[config.mk]
export PLATFORM = sky130hd
export DESIGN_NAME = csr_regfile
export DESIGN_NICKNAME = d
export VERILOG_FILES = /design/src/rtl/csr_regfile.sv
export SDC_FILE = /design/constraint.sdc
export NUM_CORES = 1
export LEC_CHECK = 0
export BUFFER_PORTS_ARGS = -buffer_cell sky130_fd_sc_hd__buf_2
export CAP_MARGIN = 20
export CORE_MARGIN = 1
export CORE_UTILIZATION = 52
export DETAILED_ROUTE_END_ITERATION = 7
export PLACE_DENSITY = 0.84
export SLEW_MARGIN = 20
export SYNTH_ARGS = -nofsm -noshare
export SYNTH_HDL_FRONTEND = slang
export SYNTH_SLANG_ARGS = --single-unit
export TNS_END_PERCENT = 100
[constraint.sdc]
create_clock -name clk -period 5.25 [get_ports clk]
set_clock_uncertainty 0.1 [all_clocks]
set_input_delay 1.05 -clock clk [delete_from_list [all_inputs] [get_ports clk]]
set_output_delay 1.05 -clock clk [all_outputs]
set_load 0.01 [all_outputs]
[src/rtl/csr_regfile.sv]
// rtl/csr_regfile.sv - LoongArch CSR file with exception entry, ertn return, timer and interrupt aggregation
module csr_regfile #(
    parameter logic [31:0] TID_INIT = 32'h0
) (
    input  logic        clk,
    input  logic        resetn,
    input  logic [13:0] csr_num,
    output logic [31:0] csr_rvalue,
    input  logic        csr_we,
    input  logic [31:0] csr_wmask,
    input  logic [31:0] csr_wvalue,
    input  logic        wb_ex,
    input  logic [5:0]  wb_ecode,
    input  logic [8:0]  wb_esubcode,
    input  logic [31:0] wb_pc,
    input  logic        ertn_flush,
    input  logic [7:0]  hw_int_in,
    input  logic        ipi_int_in,
    output logic        has_int,
    output logic [31:0] ex_entry,
    output logic [31:0] ertn_entry
);

    localparam logic [13:0] ADDR_CRMD   = 14'h00;
    localparam logic [13:0] ADDR_PRMD   = 14'h01;
    localparam logic [13:0] ADDR_ECFG   = 14'h04;
    localparam logic [13:0] ADDR_ESTAT  = 14'h05;
    localparam logic [13:0] ADDR_ERA    = 14'h06;
    localparam logic [13:0] ADDR_EENTRY = 14'h0C;
    localparam logic [13:0] ADDR_SAVE0  = 14'h30;
    localparam logic [13:0] ADDR_SAVE1  = 14'h31;
    localparam logic [13:0] ADDR_SAVE2  = 14'h32;
    localparam logic [13:0] ADDR_SAVE3  = 14'h33;
    localparam logic [13:0] ADDR_TID    = 14'h40;
    localparam logic [13:0] ADDR_TCFG   = 14'h41;
    localparam logic [13:0] ADDR_TVAL   = 14'h42;
    localparam logic [13:0] ADDR_TICLR  = 14'h44;

    logic [8:0]  crmd;
    logic [2:0]  prmd;
    logic [12:0] ecfg;
    logic [12:0] estat_is;
    logic [5:0]  estat_ecode;
    logic [8:0]  estat_esubcode;
    logic [31:0] era;
    logic [25:0] eentry;
    logic [31:0] save0, save1, save2, save3;
    logic [31:0] tid;
    logic [31:0] tcfg;
    logic [31:0] counter;

    logic        wr_en;
    logic [31:0] wdata;
    logic        timer_expire;
    logic        ticlr_clear;

    always_comb begin
        csr_rvalue = 32'h0;
        case (csr_num)
            ADDR_CRMD:   csr_rvalue = {23'h0, crmd};
            ADDR_PRMD:   csr_rvalue = {29'h0, prmd};
            ADDR_ECFG:   csr_rvalue = {19'h0, ecfg};
            ADDR_ESTAT:  csr_rvalue = {1'b0, estat_esubcode, estat_ecode, 3'b0, estat_is};
            ADDR_ERA:    csr_rvalue = era;
            ADDR_EENTRY: csr_rvalue = {eentry, 6'h0};
            ADDR_SAVE0:  csr_rvalue = save0;
            ADDR_SAVE1:  csr_rvalue = save1;
            ADDR_SAVE2:  csr_rvalue = save2;
            ADDR_SAVE3:  csr_rvalue = save3;
            ADDR_TID:    csr_rvalue = tid;
            ADDR_TCFG:   csr_rvalue = tcfg;
            ADDR_TVAL:   csr_rvalue = counter;
            default:     csr_rvalue = 32'h0;
        endcase
    end

    // The read mux already holds the addressed register's old value, so one merge serves every CSR.
    assign wr_en = csr_we & ~wb_ex & ~ertn_flush;
    assign wdata = (csr_rvalue & ~csr_wmask) | (csr_wvalue & csr_wmask);

    assign timer_expire = tcfg[0] & (counter == 32'h0);
    assign ticlr_clear  = wr_en & (csr_num == ADDR_TICLR) & wdata[0];

    always_ff @(posedge clk or negedge resetn) begin
        if (!resetn) begin
            crmd <= 9'h008;
            prmd <= 3'h0;
            era  <= 32'h0;
            estat_ecode    <= 6'h0;
            estat_esubcode <= 9'h0;
        end else if (wb_ex) begin
            prmd        <= crmd[2:0];
            crmd[2:0]   <= 3'h0;
            era         <= wb_pc;
            estat_ecode    <= wb_ecode;
            estat_esubcode <= wb_esubcode;
        end else if (ertn_flush) begin
            crmd[2:0] <= prmd;
        end else if (wr_en) begin
            if (csr_num == ADDR_CRMD) crmd <= wdata[8:0];
            if (csr_num == ADDR_PRMD) prmd <= wdata[2:0];
            if (csr_num == ADDR_ERA)  era  <= wdata;
        end
    end

    always_ff @(posedge clk or negedge resetn) begin
        if (!resetn) begin
            ecfg   <= 13'h0;
            eentry <= 26'h0;
            save0  <= 32'h0;
            save1  <= 32'h0;
            save2  <= 32'h0;
            save3  <= 32'h0;
            tid    <= TID_INIT;
            tcfg   <= 32'h0;
        end else if (wr_en) begin
            case (csr_num)
                ADDR_ECFG:   ecfg   <= wdata[12:0] & 13'h1BFF;
                ADDR_EENTRY: eentry <= wdata[31:6];
                ADDR_SAVE0:  save0  <= wdata;
                ADDR_SAVE1:  save1  <= wdata;
                ADDR_SAVE2:  save2  <= wdata;
                ADDR_SAVE3:  save3  <= wdata;
                ADDR_TID:    tid    <= wdata;
                ADDR_TCFG:   tcfg   <= wdata;
                default: ;
            endcase
        end
    end

    // IS[9:2] and IS[12] are level samples; IS[11] is sticky until TICLR, with expiry winning.
    always_ff @(posedge clk or negedge resetn) begin
        if (!resetn) begin
            estat_is <= 13'h0;
        end else begin
            if (wr_en && csr_num == ADDR_ESTAT) estat_is[1:0] <= wdata[1:0];
            estat_is[9:2] <= hw_int_in;
            estat_is[10]  <= 1'b0;
            if (timer_expire)     estat_is[11] <= 1'b1;
            else if (ticlr_clear) estat_is[11] <= 1'b0;
            estat_is[12] <= ipi_int_in;
        end
    end

    always_ff @(posedge clk or negedge resetn) begin
        if (!resetn) begin
            counter <= 32'hFFFF_FFFF;
        end else if (wr_en && csr_num == ADDR_TCFG) begin
            counter <= {wdata[31:2], 2'b00};
        end else if (timer_expire) begin
            counter <= tcfg[1] ? {tcfg[31:2], 2'b00} : 32'hFFFF_FFFF;
        end else if (tcfg[0] && counter != 32'hFFFF_FFFF) begin
            counter <= counter - 32'h1;
        end
    end

    assign has_int    = crmd[2] & (|(estat_is & ecfg));
    assign ex_entry   = {eentry, 6'h0};
    assign ertn_entry = era;

endmodule

==> impl_metrics.json, run 1 <==
{
  "post_cts_buffers": 0,
  "initial_core_util": 0.5300,
  "cts_buffer_depth": 3,
  "via_count": 17680,
  "post-synth-top-area-cell": "dfrtp_1",
  "rows": 66,
  "ys_seq_area_frac": 0.4844,
  "worstPathRequired_ns": 4.10,
  "slew_violations": 0,
  "cp-end-kind": "output pin",
  "grtUsageTotal": 0.4383,
  "place.gp.congestion": 1.028,
  "synth_flop_cell": "dfrtp_1",
  "crit_family": "simple AND/OR/NAND/NOR gates",
  "routedWlPerCell_um": 29.15,
  "cp_num_buf_inv": 4,
  "ir_drop_v": 0.0002284,
  "ys_ff_latch": 333,
  "yosys-top-cells-count": "nand2_1 (306), dfrtp_1 (300), o21ai_0 (277), clkbuf_1 (107), a22oi_1 (73)",
  "critPathMaxStageDelay_ns": 0.84,
  "antenna_found_initial": 4,
  "h-tree-depth": 2,
  "fin_setup_tns_ns": 0,
  "worstMarginPinSlew_ns": 1.145,
  "synth_top_area_share": 0.4342,
  "final_hold_viol_count": 0,
  "rsz0062_at_grt": "false",
  "path_cells": "buf_2, nand4bb_1, buf_4, nor4_1, buf_4, o2bb2ai_1, or3_1, buf_2",
  "netlist_instances": 1857,
  "power_leakage_uw": 0.009050,
  "worst-setup-path-type": "in2out",
  "cp.arrival_ns": 3.93,
  "period_needed_ns": 5.078,
  "cts_hold_buffers": 0,
  "grt_overflow": 0,
  "grt_max_degree": 95,
  "cts_sinks": 333,
  "chipHeight_um": 184.3,
  "die_w_um": 184.3,
  "cts.clk_slew.worst_paths_ns": 0.06,
  "finalSetupViolCount": 0,
  "yosys_warnings": 0,
  "post-route-cell-area_um2": 20610,
  "clock_latency_ns": 0.56,
  "placed_area_um2": 19220,
  "async_flop_share": 1.000,
  "first_pass_iters": 7,
  "first_iter_violations": 2470,
  "cp-start-kind": "input pin",
  "syn_area_um2": 17290,
  "synth_cell_types": 86,
  "drc": 0,
  "antenna_left": 0,
  "via_per_inst": 6.937,
  "slowest_stage": "nor4_1",
  "root_buffer": "clkbuf_16",
  "p_per_area_nw_per_um2": 291.0,
  "io_buffers": 229,
  "grt_pass1_vias": 17340,
  "synth.most_common_cell": "nand2_1",
  "fin_crit_sh": 0.9673,
  "coreArea_um2": 32620,
  "cts_resized": 0,
  "synth_edf_count": 0,
  "cts_tree": "done",
  "numCtsBuffers": 38,
  "wirelength_um": 74270,
  "maxCapViolCount": 0,
  "outcome": "finished clean",
  "synth_area_leaders": "dfrtp_1 (43%), o21ai_0 (8.0%), nand2_1 (6.6%), dfstp_2 (5.0%), a22oi_1 (3.2%)",
  "slew_headroom": 0.2314,
  "nets": 2216,
  "grt_pass1_wl_um": 108800,
  "syn_area_per_cell_um2": 9.310,
  "fmax_ghz": 0.1969,
  "worstPathMaxFanout": 27,
  "die-area_um2": 33980,
  "ioPinCount": 236,
  "dp_hpwl_um": 51730,
  "layout-drive-gt1-share": 0.2386,
  "area_growth_pct": 19.19,
  "hold_path_class": "reg2reg"
}
-- per-layer routing --
layer  part of all wire  wire [um]  global-route usage
met3               0.13       9355              0.1120
met2               0.44      32520              0.6619
met4              0.081       6048              0.3173
met5            0.00018         13                   0
met1               0.35      26330              0.5459
-- layout by cell type, fill, tap and decap left out, drive strengths merged, types with 14 or more instances in the layout --
cell type,netlist,layout
a22oi,73,73
o21ai,287,287
clkbuf,107,56
nor4,29,29
inv,21,23
mux2,23,23
nor2,56,56
o22ai,22,22
dfrtp,300,300
nand4,19,19
nor3,20,20
and3,33,33
nand2,306,306
dfstp,33,33
buf,48,327
a21oi,54,54
nand2b,18,18
a32oi,14,14
a31oi,20,20
a211oi,14,14
a22o,30,30
mux2i,32,32
nand3,43,43
or3,15,15
o31ai,15,15
-- power by group --
group,internal (uW),leakage (uW),switching (uW)
logic,146,0.00396,288
registers,2610,0.00441,46.0
clock network,1760,0.000683,1150
total,4510,0.00905,1480
-- area by class of cell --
class | count | area [um^2]
well taps | 442 | 553.0
flip-flops and latches | 333 | 8374
fillers | 2747 | 12010
inverters | 21 | 78.83
clock buffers | 56 | 1169
clock inverters | 14 | 216.5
multi-input cells | 1353 | 8280
repair buffers | 327 | 1929
diodes | 2 | 5.005
-- worst min-delay path: cells and delay by family (launching register included) --
kind	cells	cell delay, ns
AOI/OAI and AO/OA	1	0.06
and+or+nand+nor	1	0.04
DFF	1	0.34
-- sequential cells by signal, summed over array words and instances, names as in the netlist --
name / flops
counter: 32
ertn_entry: 32
save0: 32
save1: 32
save2: 32
save3: 32
tcfg: 32
tid: 32
eentry: 26
ecfg: 12
estat_is: 12
crmd: 9
estat_esubcode: 9
estat_ecode: 6
prmd: 3
-- logic make-up after synthesis --
kind of cell / after synthesis / share of synthesized area
flip-flops: 333 / 0.4844
adder cells (fa/ha/maj): 3 / 0.002171
multiplexers: 57 / 0.03611
XOR/XNOR: 2 / 0.001013
buffers and inverters: 176 / 0.04436
AO/OA/AOI/OAI: 652 / 0.2435
AND/OR/NAND/NOR: 633 / 0.1882
other: 1 / 0.0002169
-- worst paths after layout --
| check | startpoint | to | slack (ns) | cells past startpoint |
|---|---|---|---|---|
| hold reg to reg | save0[8]$_DFFE_PN0P_ | save0[8]$_DFFE_PN0P_ | 0.37 | 2 |
| hold / removal | save0[8]$_DFFE_PN0P_ | save0[8]$_DFFE_PN0P_ | 0.37 | 2 |
| min in group asynchronous | resetn | eentry[1]$_DFFE_PN0P_ | 0.44 | 1 |
| max in group asynchronous | resetn | counter[20]$_DFFE_PN1P_ | 3.53 | 2 |
| setup reg to reg | counter[0]$_DFFE_PN1P_ | counter[31]$_DFFE_PN1P_ | 2.05 | 7 |
| setup / recovery | csr_num[5] | csr_rvalue[28] | 0.17 | 8 |
-- per-stage QoR --
step | power, uW | instances | worst slack [ns] | hold WS [ns] | util
2_1_floorplan | 2861 | 1862 | 1.209 | 0.3414 | -
3_3_place_gp | 3108 | 2476 | 0.4324 | 0.3545 | 0.5891
3_5_place_dp | 3118 | 2476 | 0.3813 | 0.3636 | 0.5891
4_1_cts | 5975 | 2546 | 0.3539 | 0.3765 | 0.6316
5_1_grt | 6116 | 2548 | 0.2353 | 0.3995 | 0.6317
6_report | 5996 | 2548 | 0.1719 | 0.3744 | 0.6317
No activity file was read; power rests on OpenSTA's default activity.
==> inputs of run 2 (changes only) <==
--- a/config.mk
+++ b/config.mk
@@ -11,6 +11,7 @@
 export CORE_UTILIZATION = 52
 export DETAILED_ROUTE_END_ITERATION = 7
 export PLACE_DENSITY = 0.84
+export REMOVE_ABC_BUFFERS = 1
 export SLEW_MARGIN = 20
 export SYNTH_ARGS = -nofsm -noshare
 export SYNTH_HDL_FRONTEND = slang
==> impl_metrics.json, run 2 (synthesized netlist as in run 1, its figures left out) <==
{
  "nets": 2212,
  "slew_headroom": 0.2444,
  "wirelength_um": 70200,
  "area_growth_pct": 18.01,
  "whs_ns": 0.3762,
  "hold_path_class": "in2async",
  "regArea_um2": 8374,
  "grt_pass1_wl_um": 103300,
  "outcome": "finished clean",
  "place.gp.congestion": 1.048,
  "fin_crit_sh": 0.9117,
  "dp_hpwl_um": 48320,
  "first_pass_iters": 6,
  "die-area_um2": 33980,
  "fin_setup_tns_ns": 0,
  "die_w_um": 184.3,
  "numCtsBuffers": 37,
  "post_cts_buffers": 0,
  "cp-end-kind": "output pin",
  "cp-start-kind": "input pin",
  "cts_hold_buffers": 0,
  "h-tree-depth": 2,
  "ir_drop_v": 0.0002308,
  "cts_tree": "done",
  "via_count": 17330,
  "first_iter_violations": 2439,
  "grtUsageTotal": 0.4141,
  "final_common_cell": "nand2_1",
  "fillers": 2703,
  "worst-setup-path-type": "in2out",
  "cts_buffer_depth": 3,
  "cts_sinks": 333,
  "grt_pass1_vias": 16230,
  "chipHeight_um": 184.3,
  "grt_max_degree": 105,
  "initial_core_util": 0.5300,
  "power.total_uw": 5730,
  "cts_resized": 0,
  "ioPinCount": 236,
  "cp.arrival_ns": 3.64,
  "p_per_area_nw_per_um2": 280.8,
  "power_leakage_uw": 0.008943,
  "clock_latency_ns": 0.54,
  "drc": 0,
  "multiInputGateArea_um2": 8250,
  "maxCapViolCount": 0,
  "root_buffer": "clkbuf_16",
  "rsz0062_at_grt": "false",
  "worstPathMaxFanout": 27,
  "final_hold_viol_count": 0,
  "layout-drive-gt1-share": 0.2304,
  "coreArea_um2": 32620,
  "cts.clk_slew.worst_paths_ns": 0.06,
  "slew_violations": 0,
  "fmax_ghz": 0.2089,
  "fin_util": 0.6255,
  "finalSetupViolCount": 0,
  "via_per_inst": 6.822,
  "antenna_left": 0,
  "grt_overflow": 0,
  "final_cell_mix": "nand2_1 (304), dfrtp_1 (300), o21ai_0 (277)",
  "worstPathRequired_ns": 4.10,
  "rows": 66,
  "period_needed_ns": 4.786,
  "antenna_found_initial": 1,
  "worstMarginPinSlew_ns": 1.129,
  "routedWlPerCell_um": 27.64,
  "worst_slack_ns": 0.4636,
  "io_buffers": 229,
  "place_ws_ns": 0.5934
}
run 2: cell count changes in the layout (fill, tap and decap cells not counted), moves of 2 or more:
cell,delta
buf_4,-3
clkbuf_1,+7
clkbuf_8,-9
clkinv_2,-2
inv_16,-2
inv_6,+2
nor4_2,+2
o41ai_1,+2
o41ai_2,-2
run 2: layout make-up:
type | instances | area share
diodes | 2 | 0.0002453
clock buffers | 55 | 0.05372
repair buffers | 324 | 0.09346
well taps | 442 | 0.02710
flip-flops and latches | 333 | 0.4104
multi-input cells | 1353 | 0.4044
clock inverters | 10 | 0.006807
inverters | 21 | 0.003863
run 2: worst max-delay path, cell delays in order:
cell and delay (ns):
buf_2 0.24, or4_1 0.86, or3_1 0.43, o32a_1 0.33, a21oi_1 0.41, or2_2 0.19, buf_2 0.12
run 2: per-stage QoR:
| stage | instance area [um^2] | instances |
|---|---|---|
| 2_1_floorplan | 16620 | 1707 |
| 3_3_place_gp | 19160 | 2473 |
| 3_5_place_dp | 19160 | 2473 |
| 4_1_cts | 20400 | 2538 |
| 5_1_grt | 20400 | 2538 |
| 6_report | 20400 | 2540 |
run 2: final timing paths:
kind / cells past startpoint / slack, ns / start / end
max in group asynchronous: 2 / 3.56 / resetn / counter[6]$_DFFE_PN1P_
max: 7 / 0.46 / csr_num[5] / csr_rvalue[5]
min: 1 / 0.38 / resetn / save2[15]$_DFFE_PN0P_
min reg2reg: 2 / 0.38 / save3[24]$_DFFE_PN0P_ / save3[24]$_DFFE_PN0P_
max reg2reg: 8 / 2.02 / counter[1]$_DFFE_PN1P_ / counter[28]$_DFFE_PN1P_
min in group clk: 2 / 0.38 / save3[24]$_DFFE_PN0P_ / save3[24]$_DFFE_PN0P_
run 2: layer usage:
metal  global-route usage  up-vias  wire [um]
li1                     -     7335          -
met1               0.5559     8404      26750
met2               0.6039     1334      30270
met3               0.1346      254       9437
met4               0.1970        2       3725
met5                    0        -         14
run 2: report_power, final:
| group | switching [uW] | internal, uW | total (uW) |
|---|---|---|---|
| Combinational | 268 | 141 | 408 |
| Sequential | 38.6 | 2610 | 2650 |
| Clock | 1080 | 1600 | 2670 |
| Total | 1380 | 4350 | 5730 |
